`config.mk`:
```
export PLATFORM = sky130hd
export DESIGN_NAME = fault_syndrome_collector
export DESIGN_NICKNAME = d
export VERILOG_FILES = /design/src/rtl/fault_sim_pkg.sv /design/src/rtl/misr_compactor.sv /design/src/rtl/fault_syndrome_collector.sv
export SDC_FILE = /design/constraint.sdc
export NUM_CORES = 1
export LEC_CHECK = 0
export BUFFER_PORTS_ARGS = -buffer_cell sky130_fd_sc_hd__buf_2
export CAP_MARGIN = 0
export CORE_MARGIN = 1.5
export CORE_UTILIZATION = 43
export DETAILED_ROUTE_END_ITERATION = 8
export GPL_TIMING_DRIVEN = 0
export PLACE_DENSITY = 0.83
export SETUP_SLACK_MARGIN = 0.2
export SKIP_LAST_GASP = 1
export SLEW_MARGIN = 20
export SYNTH_ARGS = -nofsm -noshare
export SYNTH_HDL_FRONTEND = slang
export SYNTH_HIERARCHICAL = 1
export SYNTH_SLANG_ARGS = --single-unit
```
`constraint.sdc`:
```
create_clock -name clk -period 2.1 [get_ports clk]
set_clock_uncertainty 0.2 [all_clocks]
set_input_delay 0.525 -clock clk [delete_from_list [all_inputs] [get_ports clk]]
set_output_delay 0.525 -clock clk [all_outputs]
set_load 0.02 [all_outputs]
```
`src/rtl/fault_sim_pkg.sv`:
```
// Shared types and constants for the fault-simulation response stage.
// The optional signature compactor is enabled by defining SYNDROME_MISR_EN.
package fault_sim_pkg;

    localparam int OUT_W_DEF    = 32;
    localparam int TEST_CNT_DEF = 51;
    localparam int FAULT_W_DEF  = 16;

    typedef enum logic [1:0] {
        ST_IDLE    = 2'd0,
        ST_COLLECT = 2'd1,
        ST_EMIT    = 2'd2
    } state_e;

    // Galois feedback taps (x^W term implied) for common signature widths.
    function automatic logic [63:0] misr_poly(input int unsigned w);
        logic [63:0] p;
        case (w)
            8:       p = 64'h0000_0000_0000_001D;
            16:      p = 64'h0000_0000_0000_1021;
            32:      p = 64'h0000_0000_04C1_1DB7;
            default: p = 64'h0000_0000_0000_001B;
        endcase
        return p;
    endfunction

endpackage

```
`src/rtl/misr_compactor.sv`:
```
// Galois multiple-input signature register. clear loads the all-ones seed
// and has priority over enable.
module misr_compactor #(
    parameter int               W    = 32,
    parameter logic [W-1:0]     POLY = '0
) (
    input  logic         clk,
    input  logic         rst,
    input  logic         clear,
    input  logic         enable,
    input  logic [W-1:0] data,
    output logic [W-1:0] signature
);

    logic [W-1:0] sig_q;
    logic [W-1:0] sig_d;

    // Next signature: seed on clear, otherwise shift with feedback and fold data.
    always_comb begin
        sig_d = sig_q;
        if (clear) begin
            sig_d = '1;
        end else if (enable) begin
            sig_d = {sig_q[W-2:0], 1'b0} ^ (sig_q[W-1] ? POLY : '0) ^ data;
        end
    end

    // Signature register.
    always_ff @(posedge clk) begin
        if (rst) begin
            sig_q <= '0;
        end else begin
            sig_q <= sig_d;
        end
    end

    assign signature = sig_q;

endmodule

```
`src/rtl/fault_syndrome_collector.sv`:
```
// Per-fault syndrome builder: compares golden/faulty response pairs, one bit
// per test pattern, and emits one record per fault with running statistics.
// Define SYNDROME_MISR_EN to add a faulty-response signature to each record.
//
// state      | meaning
// -----------+--------------------------------------------------------
// ST_IDLE    | waiting for fault_start; no pairs accepted
// ST_COLLECT | accepting one pair per cycle until pat_last
// ST_EMIT    | record held on rec_* until rec_ready
module fault_syndrome_collector
    import fault_sim_pkg::*;
#(
    parameter int OUT_W    = OUT_W_DEF,
    parameter int TEST_CNT = TEST_CNT_DEF,
    parameter int FAULT_W  = FAULT_W_DEF
) (
    input  logic                clk,
    input  logic                rst,
    input  logic                fault_start,
    input  logic                pat_valid,
    output logic                pat_ready,
    input  logic                pat_last,
    input  logic [OUT_W-1:0]    golden,
    input  logic [OUT_W-1:0]    faulty,
    output logic                rec_valid,
    input  logic                rec_ready,
    output logic [FAULT_W-1:0]  rec_fault_idx,
    output logic [TEST_CNT-1:0] rec_syndrome,
    output logic                rec_detected,
    output logic                rec_overflow,
    output logic [OUT_W-1:0]    rec_signature,
    output logic [FAULT_W-1:0]  faults_total,
    output logic [FAULT_W-1:0]  faults_detected,
    output logic                busy
);

    // Index saturates at TEST_CNT, so it needs one value beyond the last bit.
    localparam int IDX_W = $clog2(TEST_CNT + 1);

    state_e              state_q, state_d;
    logic [TEST_CNT-1:0] syndrome_q, syndrome_d;
    logic [IDX_W-1:0]    idx_q, idx_d;
    logic                overflow_q, overflow_d;
    logic [FAULT_W-1:0]  fault_idx_q, fault_idx_d;
    logic [FAULT_W-1:0]  total_q, total_d;
    logic [FAULT_W-1:0]  detected_q, detected_d;

    logic sess_clear;
    logic pat_fire;
    logic rec_fire;
    logic mismatch;

    assign mismatch = (golden != faulty);
    assign pat_fire = pat_valid && pat_ready;
    assign rec_fire = rec_valid && rec_ready;

    // FSM next-state and handshake outputs.
    always_comb begin
        state_d    = state_q;
        pat_ready  = 1'b0;
        rec_valid  = 1'b0;
        sess_clear = 1'b0;
        case (state_q)
            ST_IDLE: begin
                if (fault_start) begin
                    sess_clear = 1'b1;
                    state_d    = ST_COLLECT;
                end
            end
            ST_COLLECT: begin
                pat_ready = 1'b1;
                if (pat_valid && pat_last) begin
                    state_d = ST_EMIT;
                end
            end
            ST_EMIT: begin
                rec_valid = 1'b1;
                if (rec_ready) begin
                    state_d = ST_IDLE;
                end
            end
            default: begin
                state_d = ST_IDLE;
            end
        endcase
    end

    // Session datapath: syndrome bits, pattern index and overflow flag.
    always_comb begin
        syndrome_d = syndrome_q;
        idx_d      = idx_q;
        overflow_d = overflow_q;
        if (sess_clear) begin
            syndrome_d = '0;
            idx_d      = '0;
            overflow_d = 1'b0;
        end else if (pat_fire) begin
            if (idx_q < IDX_W'(TEST_CNT)) begin
                for (int i = 0; i < TEST_CNT; i++) begin
                    if (idx_q == IDX_W'(i)) begin
                        syndrome_d[i] = mismatch;
                    end
                end
                idx_d = idx_q + 1'b1;
            end else begin
                overflow_d = 1'b1;
            end
        end
    end

    // Statistics and record ordinal, all saturating, advanced on record handshake.
    always_comb begin
        fault_idx_d = fault_idx_q;
        total_d     = total_q;
        detected_d  = detected_q;
        if (rec_fire) begin
            if (fault_idx_q != '1) begin
                fault_idx_d = fault_idx_q + 1'b1;
            end
            if (total_q != '1) begin
                total_d = total_q + 1'b1;
            end
            if (rec_detected && (detected_q != '1)) begin
                detected_d = detected_q + 1'b1;
            end
        end
    end

    // State and datapath registers.
    always_ff @(posedge clk) begin
        if (rst) begin
            state_q     <= ST_IDLE;
            syndrome_q  <= '0;
            idx_q       <= '0;
            overflow_q  <= 1'b0;
            fault_idx_q <= '0;
            total_q     <= '0;
            detected_q  <= '0;
        end else begin
            state_q     <= state_d;
            syndrome_q  <= syndrome_d;
            idx_q       <= idx_d;
            overflow_q  <= overflow_d;
            fault_idx_q <= fault_idx_d;
            total_q     <= total_d;
            detected_q  <= detected_d;
        end
    end

    assign rec_syndrome    = syndrome_q;
    assign rec_detected    = |syndrome_q;
    assign rec_overflow    = overflow_q;
    assign rec_fault_idx   = fault_idx_q;
    assign faults_total    = total_q;
    assign faults_detected = detected_q;
    assign busy            = (state_q != ST_IDLE);

`ifdef SYNDROME_MISR_EN
    localparam logic [63:0]      POLY_FULL = misr_poly(OUT_W);
    localparam logic [OUT_W-1:0] POLY      = POLY_FULL[OUT_W-1:0];

    // Overflow pairs are folded too, so the signature covers the whole stream.
    misr_compactor #(
        .W    (OUT_W),
        .POLY (POLY)
    ) u_misr (
        .clk       (clk),
        .rst       (rst),
        .clear     (sess_clear),
        .enable    (pat_fire),
        .data      (faulty),
        .signature (rec_signature)
    );
`else
    assign rec_signature = '0;
`endif

endmodule

```
---- Yosys cells after proc, flatten, opt, wreduce, memory -nomap -nowiden ----
Index checks and enable logic that the tools add are counted.
Widths: inputs -> output; s select.
storage, ports and cells
  register bits after elaboration ......... 108
  bits of input ports ..................... 70
  output and inout port bits .............. 136
  word-level logic and storage cells ...... 196
operators by class
  add/subtract/negate cells ............... 4
  order comparisons ....................... 1
  equal/unequal tests ..................... 59
  multiplexer cells ....................... 8
  bitwise logic cells ..................... 1
  reduce and logical (&&, ||, !) cells .... 66
operators by type and width
  cell                   number
  $reduce_and 3->1       52
  $eq 6x6->1 const B     19
  $eq 6x5->1 const B     16
  $reduce_or 51->1       1
  $add 16x1->16 const B  3
  $eq 6x4->1 const B     8
  $ne 16x16->1 const B   3
  $ne 32x32->1           1
  $eq 6x3->1 const B     4
  $eq 6x2->1 const B     2
  $reduce_and 2->1       5
  $add 6x1->6 const B    1
  $eq 6x1->1 const B     1
  $logic_not 6->1        1
  $lt 6x6->1 const B     1
  $mux 2                 3
  $ne 2x2->1 const B     3
  $pmux 2 s3             1
  $logic_and 1x1->1      4
  $mux 1                 4
  $eq 2x1->1 const B     1
  $eq 2x2->1 const B     1
  $logic_not 2->1        1
  $reduce_bool 2->1      1
  other kinds (2)        2

---- Logic depth before layout (Yosys ltp) ----
  depth in word-level cells ............... 4
  depth in mapped cells ................... 8
  gate-level depth less buffers ........... 6

---- Worst setup path before layout ----
Ideal clock, no wire load.
  path type ............................... register to output
  from .................................... register syndrome_q[13] (netlist: rec_syndrome[13])
  to ...................................... output rec_detected
  arrival time ............................ 1.695 ns
  required time ........................... 1.375 ns
  slack ................................... -0.320 ns
  stages on the path, launching flop included .. 7
  buffers on the path ..................... 2
  cell sequence ........................... dfxtp_1 -> nor4_1 -> nand4_1 -> nor4_2 -> buf_2 -> buf_2 -> inv_1
between the ends
  longest elaborated chain between the ends .. 1
RTL lines
  element                 line                             RTL
  start, declared         fault_syndrome_collector.sv:41   logic [TEST_CNT-1:0] syndrome_q, syndrome_d;
  start signal, assigned  fault_syndrome_collector.sv:141  syndrome_q <= syndrome_d;
  $reduce_or 51->1        fault_syndrome_collector.sv:151  assign rec_detected = |syndrome_q;
  end, declared           fault_syndrome_collector.sv:29   output logic rec_detected,
No other way between the ends.

---- Final worst setup path ----
  from .................................... register syndrome_q[19] (netlist: rec_syndrome[19])
  to ...................................... output rec_detected
Same word-level chain as after synthesis.

==> results.toml <==
[status]
status = "finished, violations left"
violations = "setup timing"

[cts]
cts.sinks = 108
clk_latency_ns = 0.37
cts_made_buffers = 9
clockBufferDepth = 2
clkTransAtPathRegs_ns = 0.08
cts-root-buf = "clkbuf_16"
holdBufCountCts = 0
cts-htree-levels = 3
tritoncts = "built"

[synthesis]
syn_inst = 681
synth.area.top_cells = "dfxtp_1 39%, a21oi_1 6.9%, xor2_1 6.8%"
synth_edf_count = 0
synth.most_common_cell = "dfxtp_1"
synth_ff_type = "dfxtp_1"
syn_area_sq_um = 5520
yosys.area.top_type = "dfxtp_1"
avgSynthCellArea_sq_um = 8.106
synth_top_area_share_pct = 39.17
synth_commonest_cells = "108 x dfxtp_1, 98 x nor2_1, 76 x a21oi_1"
ys_ff_latch = 108
ys_seq_area_share_pct = 39.17
ys_types = 54
yosys_warnings = 6
async_reset_ff_share_pct = 0

[grt]
grt_use_total_pct = 26.04
grt_max_degree = 20
grt_pass1_wl_um = 27600
grt_overflow_total = 0
antenna_found_initial = 0
grt_pass1_vias = 5671

[placed_design]
routabilityCongestion = 0.9200
placed_cells = 1056
io_buffers = 172
dp_hpwl_um = 11280
pre_cts_slack_ns = -0.5929

[die]
core_sq_um = 12570
fp.dieW_um = 116.3
row_count = 41
dieArea_sq_um = 13530
ios = 206
initial_core_util_pct = 43.92
dieHeight_um = 116.3

[route]
drc = 0
drtIter0Drc = 519
vias = 6471
wl_per_cell_um = 18.66
drt_pass1_iterations = 5
ant_nets = 0
vias_per_cell = 5.612
wl_um = 21520

[power]
leakage_nw = 3.856
powerDensity_nw_per_um2 = 451.6
seqPwrFrac_pct = 48.7
power_mw = 4.173
ir_worst_vdd_mv = 0.4739
clockPowerShare_pct = 40.5
swShare_pct = 26.91
comb_power_share_pct = 10.8
p_sw_mw = 1.123
internal_power_mw = 3.050

[timing]
setup_viol = 23
report.final.slew_viol_count = 0
final_hold_viol_count = 0
rsz0062_at_grt = "yes"
worst_slack_ns = -0.7909
tns_ns = -3.735
period_share_pct = 137.7
period_needed_ns = 2.891
maxSlewHeadroom_pct = 63.76
worstMarginPinSlew_ns = 0.5436
fmax_mhz = 345.9

[critical_path]
ff2ff_setup_slack_ns = -0.32
crit_chain = "nor4_2, nand4_1, buf_4, nor4_4, buf_6, buf_8, inv_4, buf_6"
cp_common_cell = "buf_6"
cpPeakStageDelay_ns = 0.46
timing.rr.end = "faults_detected[12]$_SDFFE_PP0P_"
worstSetupStartpoint = "rec_syndrome[19]$_SDFFE_PP0P_"
crit_slowest_cell = "nor4_2"
cp_max_fo = 4
r2r_start = "rec_syndrome[19]$_SDFFE_PP0P_"
required_ns = 1.37
critical_path_class = "reg -> out"
crit_arrival_ns = 2.17
cp-start-kind = "flip-flop"
end_kind = "output pin"
r2r_cells = 9
endpoint = "rec_detected"

[finish]
n_fill_cell = 840
area_delta_synth_final_pct = 67.38
drive_gt1_share_pct = 56.47
nets = 1053
fin_cells = 1153
antenna_cells = 0
multiInputGateArea_sq_um = 4194
utilization_pct = 73.52
register_area_sq_um = 2275

[hold_path]
holdCritPathClass = "in -> reg"

[run]
cap_violations = 0
-- worst max-delay path, delay by kind of cell (launching register included) --
kind	cells	cell delay (ns)
simple gates	3	0.80
buf+inv	5	0.60
flops	1	0.40
-- kinds of logic after synthesis --
family | Yosys count | synth area share [%]
simple gates | 258 | 24.18
compound gates | 168 | 17.23
flops | 108 | 39.17
buf+inv | 76 | 7.570
xor+xnor | 57 | 9.044
fa+ha+maj | 7 | 1.587
mux | 6 | 1.156
other cells | 1 | 0.06793
-- routing by layer --
layer	global-route usage, %	share of wire, %	up-vias
met3	7.006	8.1	106
met5	0	0	-
met4	12.93	6.2	0
li1	-	-	2970
met1	27.85	34	3002
met2	47.29	52	393
-- final cells by class --
class | count | area share (%)
inverters | 11 | 0.4739
clock buffers | 9 | 2.437
well taps | 172 | 2.329
multi-input cells | 528 | 45.39
flip-flops and latches | 108 | 24.62
clock inverters | 7 | 0.6364
repair buffers | 253 | 17.83
plain buffers | 65 | 6.283
-- sequential cells by signal (all words and copies together), names as in the netlist --
| register | count |
|---|---|
| state_q | 2 |
| faults_detected | 16 |
| rec_fault_idx | 16 |
| idx_q | 6 |
| rec_overflow | 1 |
| rec_syndrome | 51 |
| faults_total | 16 |
-- through the flow --
stage / hold WS (ns) / instance area [sq um]
after floorplan: 0.3126 / 5802
final: 0.2229 / 9240
after detailed placement: 0.2495 / 6878
after global routing: 0.2236 / 9240
after CTS: 0.2307 / 8164
after global placement: 0.2442 / 6878
-- cells in the final DEF (no fill, tap or decap), types with 22 or more instances in the layout --
master	instances
o21ai_1	31
dfxtp_1	60
conb_1	32
a21oi_1	59
buf_2	169
xor2_1	42
o21ai_2	22
dfxtp_2	27
nor2_4	53
buf_4	91
nor2_1	44
-- power by group through the flow --
stage	registers (mW)	logic, mW	clock network (mW)
floorplan	2.10	0.222	0
global placement	2.10	0.338	0
detailed placement	2.10	0.341	0
CTS	2.04	0.387	1.65
global route	2.03	0.485	1.76
finish	2.03	0.451	1.69
-- how the worst min path moves through the flow --
stage | startpoint | end | slack (ns) | cells after the start
2_1_floorplan | faults_detected[8]$_SDFFE_PP0P_ | faults_detected[8]$_SDFFE_PP0P_ | 0.31 | 2
3_3_place_gp | rec_overflow$_SDFFE_PP0P_ | rec_overflow$_SDFFE_PP0P_ | 0.24 | 2
3_5_place_dp | rec_overflow$_SDFFE_PP0P_ | rec_overflow$_SDFFE_PP0P_ | 0.25 | 2
4_1_cts | fault_start | state_q[0]$_SDFFE_PP0P_ | 0.23 | 2
5_1_grt | fault_start | state_q[0]$_SDFFE_PP0P_ | 0.22 | 2
6_report | fault_start | state_q[0]$_SDFFE_PP0P_ | 0.22 | 2
-- repair_timing --
| action | in CTS | in global routing |
|---|---|---|
| resized for setup | 151 | 252 |
| setup endpoints to repair | 102 | 108 |
| buffers inserted | 45 | 31 |
| cloned | 4 | 1 |
| pin swaps | 36 | 94 |
Note: power is estimated with default switching activity, not from simulation.
